**config.mk**
```make
export PLATFORM = sky130hd
export DESIGN_NAME = mult_div_unit
export DESIGN_NICKNAME = d
export VERILOG_FILES = /design/src/rtl/mult_div_unit.sv
export SDC_FILE = /design/constraint.sdc
export NUM_CORES = 1
export LEC_CHECK = 0
export BUFFER_PORTS_ARGS = -buffer_cell sky130_fd_sc_hd__buf_2
export CORE_AREA = 2 2 175 177
export CTS_CLUSTER_SIZE = 30
export DETAILED_ROUTE_END_ITERATION = 6
export DIE_AREA = 0 0 177 179
export GPL_TIMING_DRIVEN = 1
export PLACE_DENSITY = 0.71
export SKIP_CTS_REPAIR_TIMING = 1
export SLEW_MARGIN = 15
export SYNTH_ARGS = -nofsm -noshare
export SYNTH_HDL_FRONTEND = slang
export SYNTH_SLANG_ARGS = --single-unit
```
**constraint.sdc**
```tcl
create_clock -name Clk -period 3.25 [get_ports Clk]
set_clock_uncertainty 0.1 [all_clocks]
set_input_delay 0.8125 -clock Clk [delete_from_list [all_inputs] [get_ports Clk]]
set_output_delay 0.8125 -clock Clk [all_outputs]
set_load 0.005 [all_outputs]
```
**src/rtl/mult_div_unit.sv**
```systemverilog
// rtl/mult_div_unit.sv - iterative signed/unsigned multiply and restoring divide unit
// Define MULT_DIV_ZERO_TRAP_EN to short-circuit divide-by-zero straight from PREP to DONE.
module mult_div_unit #(
  parameter int WIDTH = 32,
  parameter int CNT_W = $clog2(WIDTH) + 1
) (
  input  logic             Clk,
  input  logic             reset,
  input  logic             start,
  input  logic [1:0]       op,
  input  logic [WIDTH-1:0] a,
  input  logic [WIDTH-1:0] b,
  output logic             busy,
  output logic             done,
  output logic [WIDTH-1:0] hi,
  output logic [WIDTH-1:0] lo,
  output logic             div_by_zero
);

  typedef enum logic [2:0] {IDLE, PREP, CALC, FIX, DONE} state_t;

  state_t               state, state_n;
  logic [1:0]           op_r;
  logic [WIDTH-1:0]     a_reg, b_reg;
  logic                 neg_a, neg_b, b_zero;
  logic [CNT_W-1:0]     cnt;
  logic [2*WIDTH-1:0]   acc;

  logic                 signed_op;
  logic [WIDTH-1:0]     mag_a, mag_b, addend, sub;
  logic [WIDTH:0]       sum, shifted;
  logic                 ge, neg_res;
  logic [2*WIDTH-1:0]   prod_fix;
  logic [WIDTH-1:0]     quo_fix, rem_fix;

  assign busy = (state != IDLE);
  assign done = (state == DONE);

  always_ff @(posedge Clk) begin
    if (!reset) state <= IDLE;
    else        state <= state_n;
  end

  always_comb begin
    state_n = state;
    case (state)
      IDLE: if (start) state_n = PREP;
`ifdef MULT_DIV_ZERO_TRAP_EN
      PREP: state_n = (op_r[1] && b_reg == '0) ? DONE : CALC;
`else
      PREP: state_n = CALC;
`endif
      CALC: if (cnt == CNT_W'(1)) state_n = FIX;
      FIX:  state_n = DONE;
      DONE: state_n = IDLE;
      default: state_n = IDLE;
    endcase
  end

  // op[0]=0 selects the signed variant of both multiply and divide
  assign signed_op = ~op_r[0];
  assign mag_a     = (signed_op && a_reg[WIDTH-1]) ? -a_reg : a_reg;
  assign mag_b     = (signed_op && b_reg[WIDTH-1]) ? -b_reg : b_reg;

  // multiply: acc = {partial upper, remaining multiplier bits}, shifted right each step
  assign addend = acc[0] ? b_reg : '0;
  assign sum    = {1'b0, acc[2*WIDTH-1:WIDTH]} + {1'b0, addend};

  // divide: acc = {remainder, dividend bits becoming quotient}, shifted left each step
  assign shifted = {acc[2*WIDTH-1:WIDTH], acc[WIDTH-1]};
  assign ge      = (shifted >= {1'b0, b_reg});
  assign sub     = shifted[WIDTH-1:0] - b_reg;

  assign neg_res  = neg_a ^ neg_b;
  assign prod_fix = neg_res ? -acc : acc;
  assign quo_fix  = neg_res ? -acc[WIDTH-1:0] : acc[WIDTH-1:0];
  assign rem_fix  = neg_a ? -acc[2*WIDTH-1:WIDTH] : acc[2*WIDTH-1:WIDTH];

  always_ff @(posedge Clk) begin
    if (!reset) begin
      op_r        <= '0;
      a_reg       <= '0;
      b_reg       <= '0;
      neg_a       <= 1'b0;
      neg_b       <= 1'b0;
      b_zero      <= 1'b0;
      cnt         <= '0;
      acc         <= '0;
      hi          <= '0;
      lo          <= '0;
      div_by_zero <= 1'b0;
    end else begin
      case (state)
        IDLE: if (start) begin
          a_reg <= a;
          b_reg <= b;
          op_r  <= op;
        end
        PREP: begin
          b_reg  <= mag_b;
          neg_a  <= signed_op & a_reg[WIDTH-1];
          neg_b  <= signed_op & b_reg[WIDTH-1];
          b_zero <= (b_reg == '0);
          acc    <= {{WIDTH{1'b0}}, mag_a};
          cnt    <= CNT_W'(WIDTH);
`ifdef MULT_DIV_ZERO_TRAP_EN
          if (op_r[1] && b_reg == '0) div_by_zero <= 1'b1;
`endif
        end
        CALC: begin
          cnt <= cnt - CNT_W'(1);
          if (op_r[1])
            acc <= ge ? {sub, acc[WIDTH-2:0], 1'b1}
                      : {shifted[WIDTH-1:0], acc[WIDTH-2:0], 1'b0};
          else
            acc <= {sum, acc[WIDTH-1:1]};
        end
        FIX: begin
          if (op_r[1]) begin
            hi <= rem_fix;
            lo <= quo_fix;
          end else if (signed_op) begin
            {hi, lo} <= prod_fix;
          end else begin
            {hi, lo} <= acc;
          end
          div_by_zero <= op_r[1] & b_zero;
        end
        default: ;
      endcase
    end
  end

endmodule

```
## Yosys cells after proc, flatten, opt, wreduce, memory -nomap -nowiden

Index checks and enable logic that the tools add are counted.

| storage, ports and cells | value |
|---|---|
| flip-flop bits (word level) | 207 |
| logic and storage cells | 63 |

| operators by class | value |
|---|---|
| add/sub/neg operators | 8 |
| order comparisons | 1 |
| equality and inequality tests | 8 |
| muxes and demuxes | 19 |
| bitwise operators | 5 |
| reductions and logical operators | 10 |

Operator list:

| operator | count |
|---|---|
| 2-to-1 mux 32 bit | 10 |
| 2-to-1 mux 64 bit | 3 |
| negator 32 bit | 4 |
| case mux 64 bit (2 select lines) | 1 |
| negator 64 bit | 1 |
| case mux 32 bit (2 select lines) | 1 |
| adder 32 x 32 -> 33 bit | 1 |
| greater-or-equal comparator 33 x 32 -> 1 bit | 1 |
| logical NOT 32 bit | 1 |
| subtractor 32 bit | 1 |
| case mux 3 bit (4 select lines) | 1 |
| case mux 6 bit (2 select lines) | 1 |
| == test 3 x 2 -> 1 bit, second input constant | 2 |
| == test 6 x 1 -> 1 bit, second input constant | 1 |
| 2-to-1 mux 3 bit | 2 |
| != test 2 bit, second input constant | 3 |
| subtractor 6 x 1 -> 6 bit, second input constant | 1 |
| AND reduction 2 bit | 2 |
| nonzero test 2 bit | 2 |
| AND 1 bit | 3 |
| == test 3 x 1 -> 1 bit, second input constant | 1 |
| == test 3 bit, second input constant | 1 |
| logical NOT 3 bit | 1 |
| AND reduction 3 bit | 1 |
| other kinds (4) | 5 |

## Logic depth before layout (Yosys ltp)

| depth | value |
|---|---|
| depth after elaboration | 4 |
| mapped depth | 15 |
| depth with buffers taken out | 14 |

## Least setup slack after synthesis

OpenSTA, ideal clock, no wires.

| timing | value |
|---|---|
| path type | flip-flop to flip-flop |
| start point | reg acc[0] |
| end point | reg acc[60] |
| setup time | 0.122 ns |
| arrival time | 3.160 ns |
| required time | 3.028 ns |
| path slack | -0.132 ns |
| cell stages (with the launch flop) | 15 |
| path buffers | 2 |
| cell sequence | dfxtp_1 inv_1 buf_1 nor2_1 ha_1 clkbuf_1 a211oi_1 nand4_1 a2111oi_0 nor3_1 a221oi_2 o31ai_1 o22ai_1 nor2_1 a221o_1 |

| on the way | value |
|---|---|
| cells in the longest elaborated chain, start to end | 4 |

Ends and longest elaborated chain:

| element | RTL line | source |
|---|---|---|
| start, declared | 27 | `logic [2*WIDTH-1:0] acc;` |
| start signal, assigned | 104 | `acc <= {{WIDTH{1'b0}}, mag_a};` |
| start signal, assigned | 113 | `acc <= ge ? {sub, acc[WIDTH-2:0], 1'b1}` |
| start signal, assigned | 116 | `acc <= {sum, acc[WIDTH-1:1]};` |
| 2-to-1 mux 32 bit | 66 | `assign addend = acc[0] ? b_reg : '0;` |
| adder 32 x 32 -> 33 bit | 67 | `assign sum = {1'b0, acc[2*WIDTH-1:WIDTH]} + {1'b0, addend};` |
| 2-to-1 mux 64 bit | 112 | `if (op_r[1])` |
| case mux 64 bit (2 select lines) | 93 | `case (state)` |

Every way passes these cells.
A chain may end at the register's enable or synchronous reset.

## Worst setup path in the final report

| timing | value |
|---|---|
| start point | reg acc[0] |
| end point | reg acc[59] |

The elaborated chain is that of the path after synthesis.

==> impl_metrics.toml <==
[power_and_ir_drop]
ir_drop_mv = 0.4247
pwr_density_cell_nw_per_um2 = 459.5
leakage_uw = 0.007474

[synth]
synth_edf_count = 0
yosysUniqueCellTypes = 86
ys.flop_type = "dfxtp_1"
syn-num-nets = 2091
synth_seq_cells = 207
ys_seq_area_share_pct = 28.25
synth.avg_cell_area_um2 = 7.523
async_reset_ff_share_pct = 0
synth_warnings = 0
netlist_instances = 1950
synth_area_um2 = 14670

[cells_and_area]
final_util_pct = 60.24
final_cell_mix = "nand2_1, dfxtp_1, a21oi_1"
largest_reg_flops = 64
layout_commonest_cell = "nand2_1"
top_register = "acc"
nNetsFinal = 2311
syn2layout_area_growth_pct = 23.30
drive_above_1_share_pct = 21.85

[sta]
whs_ns = 0.3566
relSlewSlack_pct = 41.33
fmax_ghz = 0.3090
setup_ws_ns = 0.01399
rsz0062_at_grt = "true"
hold_viol = 0
period_share_pct = 99.57
post-route-min-period_ns = 3.236
setup_viol = 0
tightest_slew_ns = 0.8801
slew_violations = 0

[global_route]
grtUsageTotal_pct = 32.14
antenna_found_initial = 2
grt_max_degree = 69
grt_pass1_wl_um = 80940
grt_pass1_vias = 14630
overflow = 0

[setup_path]
worstPathMaxFanout = 13
reg2reg_depth = 13
cp-end-kind = "flip-flop"
start_kind = "flip-flop"
cp.required_ns = 3.56
reg2reg_slack_ns = 0.01
timing.rr.start = "acc[0]$_SDFFE_PN0P_"
crit_arrival_ns = 3.54
crit_type = "flip-flop to flip-flop"
r2r_end = "acc[59]$_SDFFE_PN0P_"

[detailed_routing]
avgViaCountPerCell = 6.205
drc = 0
wirelength_um = 52550
drt-wirelength-per-cell_um = 20.33
dr_total_vias = 16040
ant_nets = 0
drt-initial-drc-count = 1600
drt-pass1-iter-count = 6

[cts]
cts_tree = "yes"
clock_path_buffers = 3
htree_levels = 1
cts_root_buffer = "clkbuf_16"
cts_sinks = 207
insertion_delay_ns = 0.55
cts_buffers = 25
clkSlewWorstSetupHoldPaths_ns = 0.06

[placement]
place_ws_ns = -0.1162
io_buffers = 135
hpwl_um = 39890
place_congestion = 0.9691

[floorplanning]
die_h_um = 179
io_pins = 136
start_util_pct = 48.85
die_x_um = 177
core-area_um2 = 30030
dieArea_um2 = 31680
rows = 64

[min_path]
min_from = "hi[4]$_SDFFE_PN0P_"
holdPathEnd = "hi[4]$_SDFFE_PN0P_"
hold_class = "flip-flop to flip-flop"
hold_path_depth = 2

[status]
status = "finished clean"

[flow_run]
drv_cap = 0
-- critical path: stages, from the launching register on --
cell and delay [ns]:
dfxtp_2 0.32, inv_2 0.08, buf_12 0.14, buf_12 0.13, nor2_1 0.04, ha_1 0.20
or4b_4 0.54, o2111a_1 0.30, o21a_1 0.22, or3_4 0.41, a41oi_2 0.18, xnor2_1 0.11
a22oi_1 0.16, o21ai_0 0.15
-- cell families (layout without fill, tap and decap cells) --
kind of cell | count (synthesis) | after routing | synth area share, %
simple gates | 645 | 645 | 20.97
compound gates | 644 | 644 | 28.09
flops | 207 | 207 | 28.25
buf+inv | 205 | 443 | 5.450
xor+xnor | 130 | 130 | 7.761
fa+ha+maj | 72 | 72 | 6.243
mux | 47 | 47 | 3.241
other cells | 0 | 1 | 0
-- layout make-up --
class | count | area, um^2
diodes | 1 | 2.502
clock buffers | 33 | 705.7
clock inverters | 12 | 186.4
fillers | 2776 | 11940
inverters | 68 | 257.7
multi-input cells | 1538 | 10090
flip-flops and latches | 207 | 4153
well taps | 396 | 495.5
repair buffers | 330 | 2197
-- where the power goes --
group	switching, uW	internal (uW)	leakage (uW)
clock network	1200	1850	0.000431
registers	200	2700	0.00169
logic	1410	960	0.00536
-- worst max-delay path by stage --
stage	from	end	slack, ns
after global routing	acc[0]$_SDFFE_PN0P_	acc[59]$_SDFFE_PN0P_	-0.12
after detailed placement	acc[0]$_SDFFE_PN0P_	acc[56]$_SDFFE_PN0P_	-0.12
after global placement	acc[0]$_SDFFE_PN0P_	acc[56]$_SDFFE_PN0P_	-0.01
final	acc[0]$_SDFFE_PN0P_	acc[59]$_SDFFE_PN0P_	0.01
after CTS	acc[0]$_SDFFE_PN0P_	acc[56]$_SDFFE_PN0P_	-0.16
after floorplan	acc[0]$_SDFFE_PN0P_	acc[60]$_SDFFE_PN0P_	0.04
-- Yosys cell counts, drive strengths merged, types with 6 or more instances --
cell / count / area share, %
dfxtp: 207 / 28
nand2: 203 / 5.2
a21oi: 198 / 6.8
nor2: 189 / 4.8
o21ai: 144 / 4.9
clkbuf: 119 / 3.1
a211oi: 85 / 4.3
ha: 70 / 6.0
inv: 68 / 1.7
xnor2: 68 / 4.1
xor2: 62 / 3.7
nor3: 56 / 2.1
mux2i: 43 / 2.9
nand3: 43 / 1.5
a21o: 32 / 1.6
or3: 29 / 1.2
o31ai: 26 / 1.4
nand4: 23 / 1.1
a221oi: 20 / 1.3
a22oi: 19 / 0.97
nor4: 19 / 1.1
a31oi: 18 / 0.77
buf: 18 / 0.66
and3: 15 / 0.64
or4: 15 / 0.84
nand2b: 13 / 0.55
o21a: 12 / 0.61
nor2b: 11 / 0.47
o41ai: 11 / 0.71
a311oi: 9 / 0.54
o211ai: 7 / 0.36
o22ai: 7 / 0.30
nand3b: 6 / 0.31
-- metrics by stage --
stage | power, uW | std cells | setup TNS (ns) | instance area [um^2]
after detailed placement | 5161 | 2529 | -0.3353 | 16750
after global placement | 5118 | 2529 | -0.01236 | 16750
after CTS | 8188 | 2574 | -0.6838 | 17650
after global routing | 8664 | 2584 | -0.3367 | 18090
after floorplan | 4374 | 1950 | 0 | 14680
final | 8312 | 2585 | 0 | 18090
-- routing by layer --
metal / GRT usage [%] / vias up / part of all wire [%]
li1: - / 7564 / -
met2: 48.69 / 757 / 43
met1: 46.41 / 7607 / 45
met5: 0 / - / 0
met3: 4.941 / 112 / 9.1
met4: 10.40 / 0 / 3.3
Power figures use the tool's default switching activity.
